--- src/rtl/pwm_pkg.sv ---
// Shared constants and helpers for the multi-channel PWM generator.
// Defaults match the 100 MHz system clock of the soil-monitoring bot.
package pwm_pkg;

    localparam int DEF_NUM_CH  = 4;
    localparam int DEF_CNT_W   = 16;
    localparam int DEF_PRESC_W = 16;
    localparam int F_CLOCK     = 100_000_000;

    // Channel-select width; a single channel still needs a 1-bit select.
    function automatic int ch_width(input int n);
        return (n > 1) ? $clog2(n) : 1;
    endfunction

endpackage

--- src/rtl/pwm_prescaler.sv ---
// Runtime-programmable divider: one-clock tick every prescale_div+1 clocks.
// Reusable replacement for the old fixed 100 MHz to 1 kHz divider.
module pwm_prescaler
    import pwm_pkg::*;
#(
    parameter int PRESC_W = DEF_PRESC_W
) (
    input  logic               clock,
    input  logic               reset_n,
    input  logic               enable,
    input  logic [PRESC_W-1:0] prescale_div,
    output logic               tick
);

    logic [PRESC_W-1:0] presc_cnt;
    logic               at_limit;

    // >= lets a lowered divider take effect without waiting for a full wrap.
    assign at_limit = presc_cnt >= prescale_div;
    assign tick     = reset_n & enable & at_limit;

    always_ff @(posedge clock or negedge reset_n) begin
        if (!reset_n) begin
            presc_cnt <= '0;
        end else if (!enable || at_limit) begin
            presc_cnt <= '0;
        end else begin
            presc_cnt <= presc_cnt + PRESC_W'(1);
        end
    end

endmodule

--- src/rtl/pwm_generator.sv ---
// Multi-channel PWM: shared prescaler and period counter, per-channel
// double-buffered duty compare with selectable output polarity.
module pwm_generator
    import pwm_pkg::*;
#(
    parameter  int NUM_CH  = DEF_NUM_CH,
    parameter  int CNT_W   = DEF_CNT_W,
    parameter  int PRESC_W = DEF_PRESC_W,
    localparam int CH_W    = ch_width(NUM_CH)
) (
    input  logic               clock,
    input  logic               reset_n,
    input  logic               enable,
    input  logic [PRESC_W-1:0] prescale_div,
    input  logic [CNT_W-1:0]   period,
    input  logic               duty_wr,
    input  logic [CH_W-1:0]    duty_ch,
    input  logic [CNT_W-1:0]   duty_value,
    input  logic [NUM_CH-1:0]  polarity,
    output logic [NUM_CH-1:0]  pwm_out,
    output logic               tick_out,
    output logic               period_start
);

    logic             tick;
    logic             wrap;
    logic [CNT_W-1:0] cnt;
    logic [CNT_W-1:0] period_act;

    pwm_prescaler #(
        .PRESC_W(PRESC_W)
    ) u_prescaler (
        .clock       (clock),
        .reset_n     (reset_n),
        .enable      (enable),
        .prescale_div(prescale_div),
        .tick        (tick)
    );

    assign tick_out = tick;
    assign wrap     = tick & (cnt >= period_act);

    // While idle the active copies track the live inputs, so enabling
    // always starts a fresh period with the latest settings.
    always_ff @(posedge clock or negedge reset_n) begin
        if (!reset_n) begin
            cnt          <= '0;
            period_act   <= '0;
            period_start <= 1'b0;
        end else if (!enable) begin
            cnt          <= '0;
            period_act   <= period;
            period_start <= 1'b0;
        end else begin
            period_start <= wrap;
            if (wrap) begin
                cnt        <= '0;
                period_act <= period;
            end else if (tick) begin
                cnt <= cnt + CNT_W'(1);
            end
        end
    end

    for (genvar g = 0; g < NUM_CH; g++) begin : g_ch
        logic [CNT_W-1:0] shadow;
        logic [CNT_W-1:0] duty_act;
        logic             pwm_q;

        // A write landing on the wrap edge misses this reload (old shadow
        // is sampled) and applies from the following period.
        always_ff @(posedge clock or negedge reset_n) begin
            if (!reset_n) begin
                shadow   <= '0;
                duty_act <= '0;
                pwm_q    <= 1'b0;
            end else begin
                if (duty_wr && (duty_ch == CH_W'(g))) begin
                    shadow <= duty_value;
                end
                if (!enable || wrap) begin
                    duty_act <= shadow;
                end
                pwm_q <= enable ? ((cnt < duty_act) ^ polarity[g]) : polarity[g];
            end
        end

        assign pwm_out[g] = pwm_q;
    end

endmodule
--- config.mk ---
export PLATFORM = sky130hd
export DESIGN_NAME = pwm_generator
export DESIGN_NICKNAME = d
export VERILOG_FILES = /design/src/rtl/pwm_pkg.sv /design/src/rtl/pwm_prescaler.sv /design/src/rtl/pwm_generator.sv
export SDC_FILE = /design/constraint.sdc
export NUM_CORES = 1
export LEC_CHECK = 0
export ABC_AREA = 1
export CORE_MARGIN = 3
export CORE_UTILIZATION = 25
export DETAILED_ROUTE_END_ITERATION = 6
export PLACE_DENSITY_LB_ADDON = 0.15
export SLEW_MARGIN = 0
export SYNTH_ARGS = -nofsm -noshare
export SYNTH_HDL_FRONTEND = slang
export SYNTH_HIERARCHICAL = 1
export SYNTH_SLANG_ARGS = --single-unit
--- constraint.sdc ---
create_clock -name clock -period 6.6 [get_ports clock]
set_input_delay 1.32 -clock clock [delete_from_list [all_inputs] [get_ports clock]]
set_output_delay 1.32 -clock clock [all_outputs]
set_load 0.05 [all_outputs]
# --- After elaboration in Yosys (flattened, before gate mapping) ---
# Cells that the tools add are included.
word_totals:
  latchBits: 0
  memories: 0
  elab_cells: 55
  out_inout_bits: 6
  reg_bits: 181
  ramBits: 0
  mem_bits_ro: 0
classes:
  magnitude_cmp: 6
  add_sub_neg: 2
  n_mux: 11
  n_bitwise: 7
  n_eq_ne: 5
  n_reduce_logical: 8
  n_mul: 0
  n_div: 0
  shift: 0
ops:
  columns: ["operator", "n"]
  rows:
  - ["$mux 16", 6]
  - ["$lt 16x16->1", 4]
  - ["$add 16x1->16 const B", 2]
  - ["$ge 16x16->1", 2]
  - ["$mux 1", 5]
  - ["$eq 2x2->1 const B", 2]
  - ["$logic_and 1x1->1", 4]
  - ["$xor 1x1->1", 4]
  - ["$and 1x1->1", 3]
  - ["$ne 3x1->1 const B", 1]
  - ["$eq 2x1->1 const B", 1]
  - ["$logic_not 2->1", 1]
  - ["$logic_or 1x1->1", 2]
  - ["$ne 2x1->1 const B", 1]
  - ["$logic_not 1->1", 1]

# --- Depth between registers and ports, before layout ---
# Gate-level depths: netlist (run 1).
depth:
  depth_word: 5
  ltp_mapped: 22
  mapped_depth_nobuf: 21

# --- By module ---
# The synthesis (run 1) kept the hierarchy.
by_module_without_submodules:
  columns: ["module", "instances", "area_each_um2", "seq_area_each_um2", "cells_each"]
  rows:
  - ["pwm_generator", 1, 8881.0, 4129.0, 1090]
  - ["pwm_prescaler", 1, 1243.7, 400.4, 155]

# --- Worst setup path after synthesis (run 1) ---
# Ideal clock, no wire load.
synth_path:
  path_kind: "input port to output port"
  start: "input prescale_div[3]"
  end: "output tick_out"
  path_slack_ps: 2452
  path_buffers: 0
  stages: 10
  t_required_ps: 5280
  arrival_time_ps: 2828
  cell_sequence: "inv_1 > ha_1 > nand2_1 > nor2_1 > nor2_1 > nand2_1 > nand2_1 > nand2_1 > nand2_2 > a21oi_1"
synth_via:
  elab_chain_len: 2
synth_lines:
  columns: ["item", "line_no", "rtl"]
  rows:
  - ["start, declared", "pwm_generator.sv:14", "input logic [PRESC_W-1:0] prescale_div,"]
  - ["$ge 16x16->1", "pwm_prescaler.sv:19", "assign at_limit = presc_cnt >= prescale_div;"]
  - ["$and 1x1->1", "pwm_prescaler.sv:20", "assign tick = reset_n & enable & at_limit;"]
  - ["end, declared", "pwm_generator.sv:21", "output logic tick_out,"]
# No other way between the ends.

# --- Worst setup path after layout (run 1) ---
# Ends and elaborated chain as after synthesis.

==> results of run 1 <==
## logic make-up after synthesis
family | after synthesis
AOI/OAI and AO/OA | 106
xor gates and xnor gates | 22
adders and majority gates | 94
buffers and inverters | 218
DFF | 181
and+or+nand+nor | 624
## final timing paths
kind,startpoint,end,slack (ps),depth (start not counted)
max,prescale_div[3],tick_out,1540,13
min,g_ch[3].shadow[11],g_ch[3].duty_act[11],470,2
max reg2reg,u_prescaler/presc_cnt[3],g_ch[0].duty_act[8],3760,15
min reg2reg,g_ch[3].shadow[11],g_ch[3].duty_act[11],470,2
max in group asynchronous,reset_n,g_ch[1].duty_act[0],4370,2
min in group asynchronous,reset_n,g_ch[2].pwm_q,900,1
## power by group
group          switching [mW]  internal (mW)
Sequential             0.0802           1.25
Combinational           0.248          0.165
Clock                   0.511          0.501
## placed cells by master (no fill, tap or decap), types with 4 or more instances in the layout
cell,Yosys,layout
a211oi_1,4,4
dfrtp_1,181,181
nand2_1,382,382
a21oi_1,24,24
nor2_2,13,13
nand2_2,15,15
nand3_1,108,107
nor2_1,69,69
ha_1,94,94
inv_8,0,4
clkdlybuf4s50_1,0,61
inv_1,166,166
nor3_1,6,6
buf_4,5,11
nand3_2,12,13
clkbuf_16,0,17
clkinv_4,0,4
a31oi_1,4,4
inv_2,4,4
nand4_1,13,13
xor2_1,20,20
o21ai_0,65,65
## layer usage
metal / vias up / wire (µm) / track usage [%]
met1: 3600 / 13840 / 18.63
met5: - / 13 / 0
li1: 4022 / - / -
met2: 102 / 11560 / 19.36
met4: 2 / 250 / 3.347
met3: 17 / 732 / 2.373
## state kept, by name (all words and copies together) (netlist names)
name,count
cnt,16
g_ch.duty_act,64
u_prescaler/presc_cnt,16
period_start,1
g_ch.pwm_q,4
g_ch.shadow,64
period_act,16
## tightest hold or removal path, delay by kind of cell (launching register included)
family	cells	cell delay (ps)
flip-flops	1	340
AND/OR/NAND/NOR	2	90
## per-stage QoR
| step | hold slack (ps) | util, % | setup slack (ps) | cells |
|---|---|---|---|---|
| 2_1_floorplan | 442.2 | - | 2452 | 1245 |
| 3_3_place_gp | 450.5 | 28.03 | 1532 | 1797 |
| 3_5_place_dp | 453.9 | 28.03 | 1536 | 1797 |
| 4_1_cts | 470.7 | 29.46 | 1522 | 1829 |
| 5_1_grt | 491.7 | 29.46 | 1393 | 1829 |
| 6_report | 466.4 | 29.46 | 1544 | 1829 |
## layout make-up
class / count / area share [%]
clock buffer: 18 / 3.650
clock inverter: 14 / 1.203
inverter: 172 / 5.491
multi-input combinational: 846 / 39.53
sequential: 181 / 38.52
tap: 525 / 5.587
timing repair buffer: 73 / 6.013
==> metrics.md, run 1 <==
| Metric | Value |
|---|---|
| I/O pin cnt | `64` |
| Most frequent cell after synthesis | `nand2_1` |
| Initial antenna violation count | `1` |
| Post-synth top cells | `nand2_1 (382), dfrtp_1 (181), inv_1 (166)` |
| Distinct cells, synth | `39` |
| Critical Path AT | `3740 ps` |
| Mapped Area | `10,120 µm²` |
| Cell taking the most area after synthesis | `dfrtp_1` |
| Core area | `39,910 µm²` |
| Crit Path Max Fanout | `9` |
| Via density | `4.233` |
| Max Fclk | `197.8 MHz` |
| Pwr Density | `234.1 nW/µm²` |
| Yosys warning total | `6` |
| Port Buffers | `63` |
| Diodes inserted | `0` |
| Die area | `42,950 µm²` |
| Seq/Total Area, Yosys | `44.74%` |
| Max-Cap Viols | `0` |
| Gp weighted congestion | `0.7222` |
| Cells after Synth | `1,245` |
| Num CTS Buffers | `17` |
| Die Ht | `207.2 µm` |
| Area growth, synth to finish | `16.13%` |
| Number of DRC markers in iteration 0 | `411` |
| Nets | `1,443` |
| Crit path buffers/inverters | `4` |
| Filler instances | `4,303` |
| Area after DPL | `11,190 µm²` |
| First-pass GRT wire length | `43.74 mm` |
| Largest net degree at the start of global routing | `83` |
| Vias in the first global route | `7,793` |
| Setup_tns | `0 ps` |
| Hold WC Path Type | `reg2reg` |
| Clock slew at the register clock pins of the worst setup and hold paths | `70 ps` |
| CP peak stage delay | `830 ps` |
| RSZ-0062 raised after global routing | `no` |
| Final-report hold violation count | `0` |
| Max IR drop VDD | `0.1154 mV` |
| Most used cell, CP | `nand2_1` |
| WL/cell | `14.43 µm` |
| Gr ovfl total | `0` |
| Drt drc | `0` |
| Required time of the critical path | `5280 ps` |
| Number of hold buffers added after cts | `0` |
| ANT nets after route | `0` |
| Largest family of logic cells by synthesized area | `simple AND/OR/NAND/NOR gates` |
| Proportion of netlist area held by the largest area contributor | `44.74%` |
| Post-synthesis mux area share | `0%` |
| # setup viols final | `0` |
| Synth Area in Compound Gates | `5.586%` |
| CTS Buffer Depth | `2` |
| Status | `finished, final reports clean` |
| Synth async-reset ratio | `100.0%` |
| Synth Area in Adders | `11.62%` |
| CP Cell Sequence | `clkdlybuf4s50_1, inv_1, ha_1, nand2_1, nor2_1, nor2_1, nand2_1, nand2_1, nand2_1, nand2_2, a21oi_1, buf_4, clkdlybuf4s50_1` |
| Tcrit/Tclk final | `76.61%` |
| Area contributors post-synth | `dfrtp_1 (45%), nand2_1 (14%), ha_1 (12%)` |
| Post-synth EDFFs | `0` |
| Initial core utilization | `25.37%` |
| Share of cells above drive strength 1 | `7.362%` |
| Simple-Gate Fraction of Synth Area | `26.75%` |
| Via count | `7,743` |
| Lkg Pwr | `6.082 nW` |
| Tot Pwr | `2.752 mW` |
| Setup bufs post-CTS | `0` |
| Top delay family on crit path | `buffers and inverters` |
| Startpoint Class | `primary input` |
| Die Width | `207.2 µm` |
| Clock Tree Root | `clkbuf_16` |
| Area taken by flip-flops and latches | `4529 µm²` |
| TritonRoute pass-1 iters | `5` |
| Std-Cell Rows | `73` |
| Total GRT Usage | `12.74%` |
| Syn Area/Cell | `8.132 µm²` |
| WL final | `26.39 mm` |
| Endpoint class of the critical path | `output pin` |
| CP Class | `in2out` |
| Clock sink count | `181` |
| Max-slew violations | `0` |
| Multi-input logic area | `4648 µm²` |
| Post-DP HPWL | `18.12 mm` |
| Crit path time final | `5056 ps` |
| Worst-Margin Slew | `1017 ps` |
| Relative slew slack | `32.19%` |
| Synth Area in XOR/XNOR | `1.903%` |
| Flop and latch count out of synthesis | `181` |
| CTS tree | `done` |
| Ys flop type | `dfrtp_1` |
| Post-CTS sizing | `0` |
| H-Tree Depth | `4` |
| CP max-delay cell | `clkdlybuf4s50_1` |
| Final Instance Area | `11,760 µm²` |
| Syn Nets | `1,397` |
| Skew final | `13.77 ps` |
| Clk_lat worst skew | `450 ps` |
Note: power is estimated with default switching activity, not from simulation.
==> run 2: changes to the inputs <==
clock period = 4.46 ns   (was 6.6 ns; I/O delays follow)
==> metrics.md, run 2 (synthesized netlist as in run 1, its figures left out) <==
| Metric | Value |
|---|---|
| Port Buffers | `63 (unchanged)` |
| Max IR drop VDD | `0.2037 mV (+77%)` |
| Placement Setup Slack | `905.2 ps (-631.0 ps)` |
| Lkg Pwr | `6.131 nW (+0.82%)` |
| Hold WC Path Type | `in2async` |
| Clock slew at the register clock pins of the worst setup and hold paths | `70 ps (about the same)` |
| Post-CTS sizing | `0 (unchanged)` |
| Largest regs | `g_ch.duty_act (64), g_ch.shadow (64)` |
| CTS tree | `done` |
| Die Width | `207.2 µm (unchanged)` |
| Worst setup margin | `887.1 ps (-656.8 ps)` |
| Area after DPL | `11,250 µm² (+0.60%)` |
| Initial antenna violation count | `0 (-1)` |
| Setup_tns | `0 ps (unchanged)` |
| Max Fclk | `279.9 MHz` |
| Met1 Wirelength | `13.95 mm (+0.84%)` |
| Die area | `42,950 µm² (unchanged)` |
| Tcrit/Tclk final | `80.11%` |
| Post-DP HPWL | `18.26 mm (+0.75%)` |
| # setup viols final | `0 (unchanged)` |
| Worst-Margin Slew | `801.5 ps (-215.6 ps)` |
| Crit Path Max Fanout | `9 (unchanged)` |
| Relative slew slack | `46.51% (+14 points)` |
| Area growth, synth to finish | `17.25%` |
| Commonest non-fill, non-tap cell in the layout | `nand2_1` |
| Clk_lat worst skew | `440 ps (about the same)` |
| Number of hold buffers added after cts | `0 (unchanged)` |
| WL met3 | `674 µm (-7.9%)` |
| Max-slew violations | `0 (unchanged)` |
| TritonRoute pass-1 iters | `4 (-1)` |
| Via count | `7,762 (+0.25%)` |
| Clock sink count | `181 (unchanged)` |
| Required time of the critical path | `3570 ps (-1710 ps)` |
| H-Tree Depth | `4 (unchanged)` |
| Share of cells above drive strength 1 | `7.439% (+0.077 points)` |
| Total GRT Usage | `12.65% (-0.084 points)` |
| WL final | `26.22 mm (-0.65%)` |
| Number of DRC markers in iteration 0 | `382 (-7.1%)` |
| Drt drc | `0 (unchanged)` |
| ANT nets after route | `0 (unchanged)` |
| Gp weighted congestion | `0.7425 (+2.8%)` |
| First-pass GRT wire length | `43.62 mm (-0.27%)` |
| RSZ-0062 raised after global routing | `no` |
| Tot Pwr | `4.188 mW (+52%)` |
| Setup bufs post-CTS | `0 (unchanged)` |
| Routed wl met2 | `11.39 mm (-1.4%)` |
| Diodes inserted | `0 (unchanged)` |
| WL/cell | `14.34 µm (-0.65%)` |
| Final hold slack | `339.3 ps (-127.2 ps)` |
| Startpoint Class | `primary input` |
| I/O pin cnt | `64 (unchanged)` |
| Skew final | `10.29 ps (-3.476 ps)` |
| CTS Buffer Depth | `2 (unchanged)` |
| Final-report hold violation count | `0 (unchanged)` |
| Initial core utilization | `25.37% (unchanged)` |
| Gr ovfl total | `0 (unchanged)` |
| Most frequent cells in the layout | `nand2_1 (382), dfrtp_1 (181), inv_1 (166), nand3_1 (107), ha_1 (94)` |
| Std-Cell Rows | `73 (unchanged)` |
| Vias in the first global route | `7,732 (-0.78%)` |
| Pwr Density | `352.8 nW/µm² (+51%)` |
| Num CTS Buffers | `17 (unchanged)` |
| CP Class | `in2out` |
| Status | `finished, final reports clean` |
| Critical Path AT | `2680 ps (-1060 ps)` |
| Core area | `39,910 µm² (unchanged)` |
| Endpoint class of the critical path | `output pin` |
| Largest net degree at the start of global routing | `120 (+45%)` |
| Final Instance Area | `11,870 µm² (+0.97%)` |
| Die Ht | `207.2 µm (unchanged)` |
| Nets | `1,444 (+0.069%)` |
| Clock Tree Root | `clkbuf_16` |
| Crit path time final | `3573 ps` |
| Max-Cap Viols | `0 (unchanged)` |
| Top Layer Used | `met4` |
| Via density | `4.244 (+0.25%)` |
run 2: cell count changes in the layout (fill, tap and decap cells not counted):
cell             change
buf_12               +5
buf_4                -3
bufinv_16            +3
clkbuf_8             +3
clkdlybuf4s50_1      -1
clkinv_4             -3
clkinv_8             -2
clkinvlp_4           +1
inv_8                -3
run 2: per-stage QoR:
step                      utilization (%)  cells
after CTS                           29.74   1829
after global placement              28.20   1798
after detailed placement            28.20   1798
after global routing                29.74   1829
after floorplan                         -   1245
final                               29.74   1829
run 2: cell type report:
class                      count  area, µm²
multi-input combinational    846       4648
inverter                     172      645.6
sequential                   181       4529
clock buffer                  21      470.5
fill                        4337      28040
tap                          525      656.9
timing repair buffer          74      774.5
clock inverter                10      146.4
run 2: report_power, final:
| part | switching [mW] | leakage (nW) | internal, mW |
|---|---|---|---|
| registers | 0.124 | 2.31 | 1.84 |
| logic | 0.363 | 3.53 | 0.249 |
| clock network | 0.677 | 0.294 | 0.930 |
| total | 1.16 | 6.13 | 3.02 |
run 2: path summary, 6_finish.rpt:
kind                                        end                     start  slack (ps)  cells after the start
setup reg to reg                        cnt[10]  u_prescaler/presc_cnt[3]        1830                     20
setup / recovery                       tick_out           prescale_div[3]         890                     13
hold reg to reg            g_ch[3].duty_act[10]        g_ch[3].shadow[10]         470                      2
max in group asynchronous   g_ch[3].duty_act[1]                   reset_n        3130                      2
min in group clock         g_ch[3].duty_act[10]        g_ch[3].shadow[10]         470                      2
hold / removal                    period_act[6]                   reset_n         340                      1
run 2: per-layer routing:
layer  global-route usage (%)  vias up
li1                         -     4024
met1                    18.96     3657
met2                    19.04       73
met3                    2.252        8
met4                    2.786        0
met5                        0        -
run 2: critical path: stages:
cell and delay (ps):
clkdlybuf4s50_1 450, inv_1 40, ha_1 290, nand2_1 70
nor2_1 100, nor2_1 40, nand2_1 60, nand2_1 50
nand2_1 80, nand2_2 80, a21oi_1 150, buf_4 220
buf_12 150
